===== src/rtl/ad5328_setpoint_bank.sv =====
// rtl/ad5328_setpoint_bank.sv - shadow/active setpoint bank with commit, hold and refresh for the AD5328 driver
module ad5328_setpoint_bank #(
  parameter int          HOLD_CYCLES    = 1100,
  parameter int          REFRESH_CYCLES = 0,
  parameter logic [11:0] DEFAULT_CODE   = 12'h000
) (
  input  logic              dtc_clk,
  input  logic              rst,
  input  logic              wr_en,
  input  logic [4:0]        wr_addr,
  input  logic [11:0]       wr_data,
  input  logic [4:0]        rd_addr,
  output logic [11:0]       rd_data,
  input  logic              commit,
  output logic [31:0][11:0] dac_data,
  output logic              dac_update,
  output logic              busy,
  output logic              pending,
  output logic [15:0]       update_cnt
);

  localparam int HW = (HOLD_CYCLES > 1) ? $clog2(HOLD_CYCLES) : 1;

  typedef enum logic [1:0] {IDLE, UPDATE, HOLD} state_t;

  state_t            state;
  state_t            next_state;
  logic [31:0][11:0] shadow;
  logic [31:0][11:0] shadow_next;
  logic [HW-1:0]     hold_cnt;
  logic [31:0]       refresh_cnt;
  logic              refresh_hit;
  logic              do_copy;
  logic              start;

  // Shadow contents including this cycle's write, so a commit in the same cycle sees it.
  always_comb begin
    shadow_next = shadow;
    if (wr_en) begin
      shadow_next[wr_addr] = wr_data;
    end
  end

  // Next state plus copy/start decisions; commit wins over refresh.
  always_comb begin
    next_state  = state;
    do_copy     = 1'b0;
    start       = 1'b0;
    refresh_hit = (REFRESH_CYCLES > 0) && (refresh_cnt == 32'(REFRESH_CYCLES - 1));
    case (state)
      IDLE: begin
        if (commit) begin
          do_copy    = 1'b1;
          start      = 1'b1;
          next_state = UPDATE;
        end else if (refresh_hit) begin
          start      = 1'b1;
          next_state = UPDATE;
        end
      end
      UPDATE: begin
        next_state = HOLD;
      end
      HOLD: begin
        if (hold_cnt == '0) begin
          if (pending || commit) begin
            do_copy    = 1'b1;
            start      = 1'b1;
            next_state = UPDATE;
          end else begin
            next_state = IDLE;
          end
        end
      end
      default: begin
        next_state = IDLE;
      end
    endcase
  end

  // State register; busy is registered alongside it.
  always_ff @(posedge dtc_clk) begin
    if (rst) begin
      state <= IDLE;
      busy  <= 1'b0;
    end else begin
      state <= next_state;
      busy  <= (next_state != IDLE);
    end
  end

  // Banks, read-back, counters and the deferred-commit flag.
  always_ff @(posedge dtc_clk) begin
    if (rst) begin
      shadow      <= {32{DEFAULT_CODE}};
      dac_data    <= {32{DEFAULT_CODE}};
      rd_data     <= DEFAULT_CODE;
      dac_update  <= 1'b0;
      pending     <= 1'b0;
      update_cnt  <= 16'd0;
      hold_cnt    <= '0;
      refresh_cnt <= 32'd0;
    end else begin
      shadow     <= shadow_next;
      rd_data    <= shadow[rd_addr];
      dac_update <= start;
      if (do_copy) begin
        dac_data <= shadow_next;
      end
      if (state == UPDATE) begin
        update_cnt <= update_cnt + 16'd1;
        hold_cnt   <= HW'(HOLD_CYCLES - 1);
      end else if (state == HOLD && hold_cnt != '0) begin
        hold_cnt <= hold_cnt - 1'b1;
      end
      if (state == IDLE && next_state == IDLE) begin
        refresh_cnt <= refresh_cnt + 32'd1;
      end else begin
        refresh_cnt <= 32'd0;
      end
      // A commit arriving while the driver is busy (UPDATE or HOLD) is deferred.
      if (start) begin
        pending <= 1'b0;
      end else if (state != IDLE && commit) begin
        pending <= 1'b1;
      end
    end
  end

endmodule


===== config.mk =====
export PLATFORM = sky130hd
export DESIGN_NAME = ad5328_setpoint_bank
export DESIGN_NICKNAME = d
export VERILOG_FILES = /design/src/rtl/ad5328_setpoint_bank.sv
export SDC_FILE = /design/constraint.sdc
export NUM_CORES = 1
export LEC_CHECK = 0
export CAP_MARGIN = 20
export CORE_UTILIZATION = 60
export CTS_CLUSTER_SIZE = 30
export DETAILED_ROUTE_END_ITERATION = 16
export PLACE_DENSITY = 0.83
export SLEW_MARGIN = 20
export SYNTH_ARGS = -nofsm -noshare
export SYNTH_HDL_FRONTEND = slang
export SYNTH_SLANG_ARGS = --single-unit

===== constraint.sdc =====
create_clock -name dtc_clk -period 4.6 [get_ports dtc_clk]
set_input_delay 0.69 -clock dtc_clk [delete_from_list [all_inputs] [get_ports dtc_clk]]
set_output_delay 0.69 -clock dtc_clk [all_outputs]
set_load 0.05 [all_outputs]

==> impl_results.md, run 1 <==
- Outcome: finished, final reports clean
- Die Height: 245 um
- Commonest non-fill, non-tap cell in the layout: dfxtp_1
- F_max: 347 MHz
- Pwr dens: 366 nW/um^2
- Max-slew violation count: 0
- Max-slew headroom: 20.7%
- DR pass1 iterations: 9
- Antenna violations before repair: 5
- Type of origin of the critical path: input port
- RSZ-0062 raised after global routing: no
- P_leak: 15.8 nW
- Initial DRC count: 4444
- First-pass GRT wire length: 174000 um
- Routed len/inst: 25.8 um
- Die width: 245 um
- CTS root buffer: clkbuf_16
- Pint: 11.8 mW
- Gr usage total: 37.6%
- Reg2reg end: dac_data[372]
- Net Sw Power: 3.90 mW
- Worst-margin pin slew: 1190 ps
- Post-synthesis cell type count: 52
- Total CTS buffers: 82
- Hold WC Path Type: reg2reg
- Crit path to: dac_data[38]
- Syn_area_per_cell: 10.3 um^2
- P&R area growth vs syn: 21.0%
- Routed via count: 29300
- Yosys warns: 0
- Largest net degree at the start of global routing: 103
- DRC Markers: 0
- Start point of the critical path: wr_addr[2]
- Clock transition at the registers of the reported paths: 70 ps
- GP Congestion: 0.883
- Post-detailed-placement half-perimeter wirelength: 71800 um
- Clock power share: 45.7%
- Count of final setup violators: 0
- Share of cells above drive strength 1: 18.8%
- Area of the core: 58000 um^2
- Main synth FF type: dfxtp_1
- Placed cell count: 4353
- Layout Skew: 20.0 ps
- Vias in the first global route: 28300
- Sink Count: 812
- Tcrit/Tclk final: 62.6%
- Mapped Area: 35500 um^2
- DRT Wirelength: 116000 um
- Bufs on Longest Clock Path: 3
- Min Clock Period, post-route: 2880 ps
- CTS H-tree lvls: 3
- Critical Path RT: 5120 ps
- Fillers: 3889
- Row count: 88
- Most frequent cells in the layout: dfxtp_1, clkdlybuf4s50_1, a21oi_1
- Post-CTS Hold Buffers: 0
- Cells on worst reg2reg path: 8
- DR vias/cell: 6.49
- Yosys reg bits: 812
- Starting Density: 61.2%
- Syn_nets: 3472
- Total gr overflow: 0
- Post-synthesis async set-or-reset flop share: 0%
- Syn Inst Count: 3444
- Reg2reg setup slack: 1930 ps
- Combinational share of power: 8.8%
- Post-cts repair resize count: 0
- Total negative slack: 0 ps
- Clock latency on the worst-skew pair: 640 ps
- Antenna-violating nets left: 0
- CP endpoint kind: flip-flop
- WS Path Type: in2reg
- Worst r2r src: hold_cnt[0]
- Sw Ratio: 24.8%
- Worst vdd ir: 0.302 mV
- Die area: 60100 um^2
- Seq pwr share: 45.5%
- Max-cap viol count: 0
- Final net count: 3700
- IO Port Bufs: 440
- Final hold viol count: 0
- EDFF count, synth: 0
- Crit path DAT: 3400 ps
- TritonCTS clock tree: yes
- Post-CTS setup buffers: 0
- Final Instance Count excl. Fillers: 4506
- I/O Pins: 441
- CP Max Fanout: 48
- Register area share after synthesis: 45.8%
state kept, by name, indices dropped and copies added (netlist names):
name        flops
rd_data        12
dac_update      1
pending         1
busy            1
update_cnt     16
shadow        384
dac_data      384
state           2
hold_cnt       11
cell usage after synthesis (2+ instances only):
cell type | instances | share of area [%]
a211oi_1 | 2 | 0.042
a21oi_1 | 401 | 5.7
a221o_1 | 8 | 0.23
a22oi_1 | 12 | 0.25
a31oi_1 | 9 | 0.16
and2_1 | 3 | 0.053
and3_1 | 6 | 0.11
and4_1 | 2 | 0.049
and4b_1 | 5 | 0.14
and4bb_2 | 3 | 0.11
buf_1 | 46 | 0.49
buf_2 | 29 | 0.41
buf_6 | 35 | 1.1
buf_8 | 2 | 0.085
clkbuf_1 | 259 | 2.7
dfxtp_1 | 812 | 46
ha_1 | 2 | 0.071
inv_1 | 5 | 0.053
mux2_1 | 16 | 0.51
mux2_2 | 76 | 2.4
mux2_4 | 300 | 13
mux2i_1 | 30 | 0.85
mux4_2 | 96 | 6.1
nand2_1 | 25 | 0.26
nand2b_1 | 5 | 0.088
nand3_1 | 392 | 5.5
nand4_1 | 5 | 0.088
nand4b_1 | 3 | 0.074
nand4bb_1 | 4 | 0.13
nor2_1 | 17 | 0.18
nor2b_1 | 390 | 6.9
nor3_1 | 5 | 0.071
nor4_1 | 5 | 0.088
o211ai_1 | 4 | 0.085
o21ai_0 | 367 | 5.2
o21ai_1 | 24 | 0.34
o31ai_1 | 4 | 0.085
or3_1 | 8 | 0.14
or4_1 | 6 | 0.13
xnor2_1 | 3 | 0.074
xor2_1 | 7 | 0.17
through the flow:
stage / hold WS (ps) / setup slack, ps / power [mW] / utilization [%] / cell area (um^2)
global placement: 471 / 1240 / 8.64 / 69.0 / 40000
finish: 497 / 1720 / 15.7 / 74.0 / 42900
detailed placement: 489 / 1170 / 8.65 / 69.0 / 40000
CTS: 497 / 1770 / 15.7 / 74.0 / 42900
global route: 518 / 1630 / 16.0 / 74.0 / 42900
floorplan: 463 / 2110 / 8.29 / - / 35500
cells by family (layout without fill, tap and decap cells):
family          after synthesis  after routing  share of synthesized area [%]
compound gates              838            838                           12.2
fa+ha+maj                     2              2                         0.0705
xor+xnor                     10             10                          0.247
buf+inv                     376            671                           4.88
mux                         518            518                           22.5
simple gates                888            888                           14.2
other cells                   0              2                              0
flops                       812            812                           45.8
worst min path at each step:
| stage | start | end | slack, ps | cells after the start |
|---|---|---|---|---|
| 2_1_floorplan | hold_cnt[5] | hold_cnt[5] | 460 | 2 |
| 3_3_place_gp | update_cnt[15] | update_cnt[15] | 470 | 2 |
| 3_5_place_dp | shadow[34] | shadow[34] | 490 | 2 |
| 4_1_cts | shadow[34] | shadow[34] | 500 | 2 |
| 5_1_grt | shadow[254] | shadow[254] | 520 | 2 |
| 6_report | shadow[323] | shadow[323] | 500 | 2 |
layout make-up:
type	count	area, um^2	share of cell area (%)
diodes	2	5.00	0.0117
clock buffers	118	2440	5.69
repair buffers	515	5240	12.2
flip-flops and latches	812	16300	37.9
multi-input cells	2256	17600	40.9
well taps	765	957	2.23
clock inverters	33	444	1.03
inverters	5	18.8	0.0437
power groups by stage:
stage	Combinational, mW	Clock [mW]	Sequential (mW)
after CTS	1.36	7.17	7.14
after floorplan	0.908	0	7.38
after global routing	1.43	7.47	7.14
after detailed placement	1.35	0	7.30
final	1.39	7.17	7.14
after global placement	1.34	0	7.30
critical path: stages:
cell,delay (ps)
clkdlybuf4s50_1,640
or4b_2,1220
o21ai_0,360
a21oi_1,140
mux2_1,320
routing by layer:
layer | routed length [um] | GRT usage [%] | share of wire (%)
met1 | 43800 | 49.8 | 38
met3 | 15000 | 10.4 | 13
met5 | 21 | 0 | 0.018
met2 | 50900 | 55.9 | 44
met4 | 6600 | 19.6 | 5.7
No activity file was read; power rests on OpenSTA's default activity.
==> inputs of run 2 (changes only) <==
Settings changed: CORE_UTILIZATION 60 to 56, PLACE_DENSITY 0.83 to 0.78.
Clock period 4.6 ns to 2.7 ns, I/O delays scaled along.
==> run 2 against run 1 <==
Non-clock buffer count up 45. Sequential share of layout area down 0.77 points. Via count down 0.72%. Flip-flop and latch count unchanged. Clock power up 66%. Largest cell class unchanged. Highest routed layer unchanged. Final area up 2.1%. Wire length down 0.50%.
==> impl_results.md, run 2 (synthesized netlist as in run 1, its figures left out) <==
- Outcome: finished, final reports clean
- Clock transition at the registers of the reported paths: 60 ps (about the same)
- Reg area: 16300 um^2 (unchanged)
- Net Sw Power: 6.65 mW (+71%)
- Critical Path RT: 3210 ps (-1910 ps)
- Starting Density: 57.1% (-4.1 points)
- Worst-path cell chain: or4_4 -> a2111oi_4 -> a21oi_4 -> buf_12 -> buf_12 -> mux2_4
- P&R area growth vs syn: 23.5%
- Min Clock Period, post-route: 2420 ps
- Routed via count: 29100 (-0.72%)
- Layout Skew: 22.1 ps (+2.10 ps)
- Max-slew headroom: 53.2% (+32 points)
- Post-detailed-placement half-perimeter wirelength: 73100 um (+1.7%)
- CTS H-tree lvls: 3 (unchanged)
- F_max: 414 MHz
- I/O Pins: 441 (unchanged)
- DR pass1 iterations: 6 (-3)
- Hold Crit Start: rst
- Antenna violations before repair: 4 (-1)
- Final hold viol count: 0 (unchanged)
- Crit path DAT: 2930 ps (-470 ps)
- Bufs on Longest Clock Path: 3 (unchanged)
- Clock power share: 44.8% (-0.9 points)
- Total negative slack: 0 ps (unchanged)
- Worst-margin pin slew: 696 ps (-490 ps)
- TritonCTS clock tree: yes
- Max-cap viol count: 0 (unchanged)
- Tcrit/Tclk final: 89.6%
- Total CTS buffers: 83 (+1.2%)
- Type of origin of the critical path: flip-flop
- Most frequent cells in the layout: dfxtp_1, clkdlybuf4s50_1, a21oi_1
- Post-CTS setup buffers: 0 (unchanged)
- CP endpoint kind: flip-flop
- Largest net degree at the start of global routing: 83 (-19%)
- Combinational share of power: 9.4% (+0.6 points)
- Busiest grt layer: met2
- GP Congestion: 0.929 (+5.3%)
- Slowest CP cell: or4_4
- Worst vdd ir: 0.511 mV (+69%)
- Worst path max stage delay: 600 ps (-620 ps)
- Antenna-violating nets left: 0 (unchanged)
- Cell mode on critical path: buf_12
- Hold WC Path Type: in2reg
- Max-slew violation count: 0 (unchanged)
- Final Instance Count excl. Fillers: 4622 (+2.6%)
- Gr usage total: 34.8% (-2.8 points)
- First-pass GRT wire length: 172000 um (-1.2%)
- Count of final setup violators: 0 (unchanged)
- Post-CTS Hold Buffers: 0 (unchanged)
- Largest regs: dac_data: 384 flops, shadow: 384 flops, update_cnt: 16 flops
- Start point of the critical path: hold_cnt[3]
- Pint: 19.9 mW (+69%)
- Ant diodes: 0 (-2)
- Initial DRC count: 4091 (-7.9%)
- GR Util met3: 8.21% (-2.2 points)
- Fillers: 4535 (+17%)
- WS Path Type: reg2reg
- Placed cell count: 4470 (+2.7%)
- DR vias/cell: 6.29 (-3.2%)
- Die Height: 254 um (+3.5%)
- Clock latency on the worst-skew pair: 630 ps (about the same)
- Seq pwr share: 45.8% (+0.3 points)
- Area of the core: 62200 um^2 (+7.1%)
- Total gr overflow: 0 (unchanged)
- Post-cts repair resize count: 0 (unchanged)
- Area taken by multi-input logic gates: 17600 um^2 (about the same)
- Sink Count: 812 (unchanged)
- DRC Markers: 0 (unchanged)
- Share of cells above drive strength 1: 19.8% (+1.0 points)
- Die area: 64400 um^2 (+7.1%)
- RSZ-0062 raised after global routing: no
- CP Max Fanout: 42 (-13%)
- CTS root buffer: clkbuf_16
- IO Port Bufs: 440 (unchanged)
- Die width: 254 um (+3.5%)
- DRT Wirelength: 116000 um (-0.50%)
- Pwr dens: 607 nW/um^2 (+66%)
- Routed len/inst: 25.0 um (-3.0%)
- P_leak: 16.2 nW (+2.6%)
- M2 GR Usage: 52.8% (-3.1 points)
- Commonest non-fill, non-tap cell in the layout: dfxtp_1
- Sw Ratio: 25.0% (+0.18 points)
- Vias in the first global route: 27500 (-2.8%)
- Row count: 91 (+3.4%)
- Final net count: 3746 (+1.2%)
- Met1 Usage GRT: 47.3% (-2.5 points)
- Worst r2r src: hold_cnt[3]
run 2: metal layers:
| layer | vias up | wire length (um) |
|---|---|---|
| li1 | 12800 | - |
| met3 | 350 | 12700 |
| met5 | - | 52 |
| met1 | 14000 | 46200 |
| met2 | 1960 | 51300 |
| met4 | 8 | 5440 |
run 2: final timing paths:
check	depth (start not counted)	slack, ps	end
setup / recovery	6	280	dac_data[159]
hold / removal	2	360	shadow[177]
setup reg to reg	6	280	dac_data[159]
hold reg to reg	2	490	update_cnt[15]
run 2: final cells by class:
class / count / share of cell area [%]
clock buffers: 119 / 5.68
well taps: 837 / 2.39
flip-flops and latches: 812 / 37.1
multi-input cells: 2256 / 40.1
repair buffers: 560 / 14.0
clock inverters: 33 / 0.748
inverters: 5 / 0.0428
run 2: critical path: cells and delay by family, from the launching register on:
| family | cells | cell delay (ps) |
|---|---|---|
| compound gates | 2 | 490 |
| buf+inv | 2 | 440 |
| flops | 1 | 370 |
| mux | 1 | 340 |
| simple gates | 1 | 600 |
run 2: through the flow:
| stage | hold WS, ps | cell area, um^2 | setup slack (ps) | power (mW) | util (%) |
|---|---|---|---|---|---|
| 5_1_grt | 360 | 43800 | 177 | 27.2 | 70.5 |
| 2_1_floorplan | 463 | 35500 | 491 | 14.1 | - |
| 3_3_place_gp | 464 | 41000 | 144 | 14.9 | 66.0 |
| 3_5_place_dp | 477 | 41000 | 99.4 | 14.9 | 66.0 |
| 4_1_cts | 332 | 43800 | 289 | 26.6 | 70.5 |
| 6_report | 362 | 43800 | 282 | 26.6 | 70.5 |
run 2: power groups by stage:
stage | clock (mW) | combinational, mW | sequential (mW)
2_1_floorplan | 0 | 1.55 | 12.6
3_3_place_gp | 0 | 2.44 | 12.4
3_5_place_dp | 0 | 2.45 | 12.4
4_1_cts | 12.0 | 2.45 | 12.2
5_1_grt | 12.5 | 2.58 | 12.2
6_report | 11.9 | 2.50 | 12.2
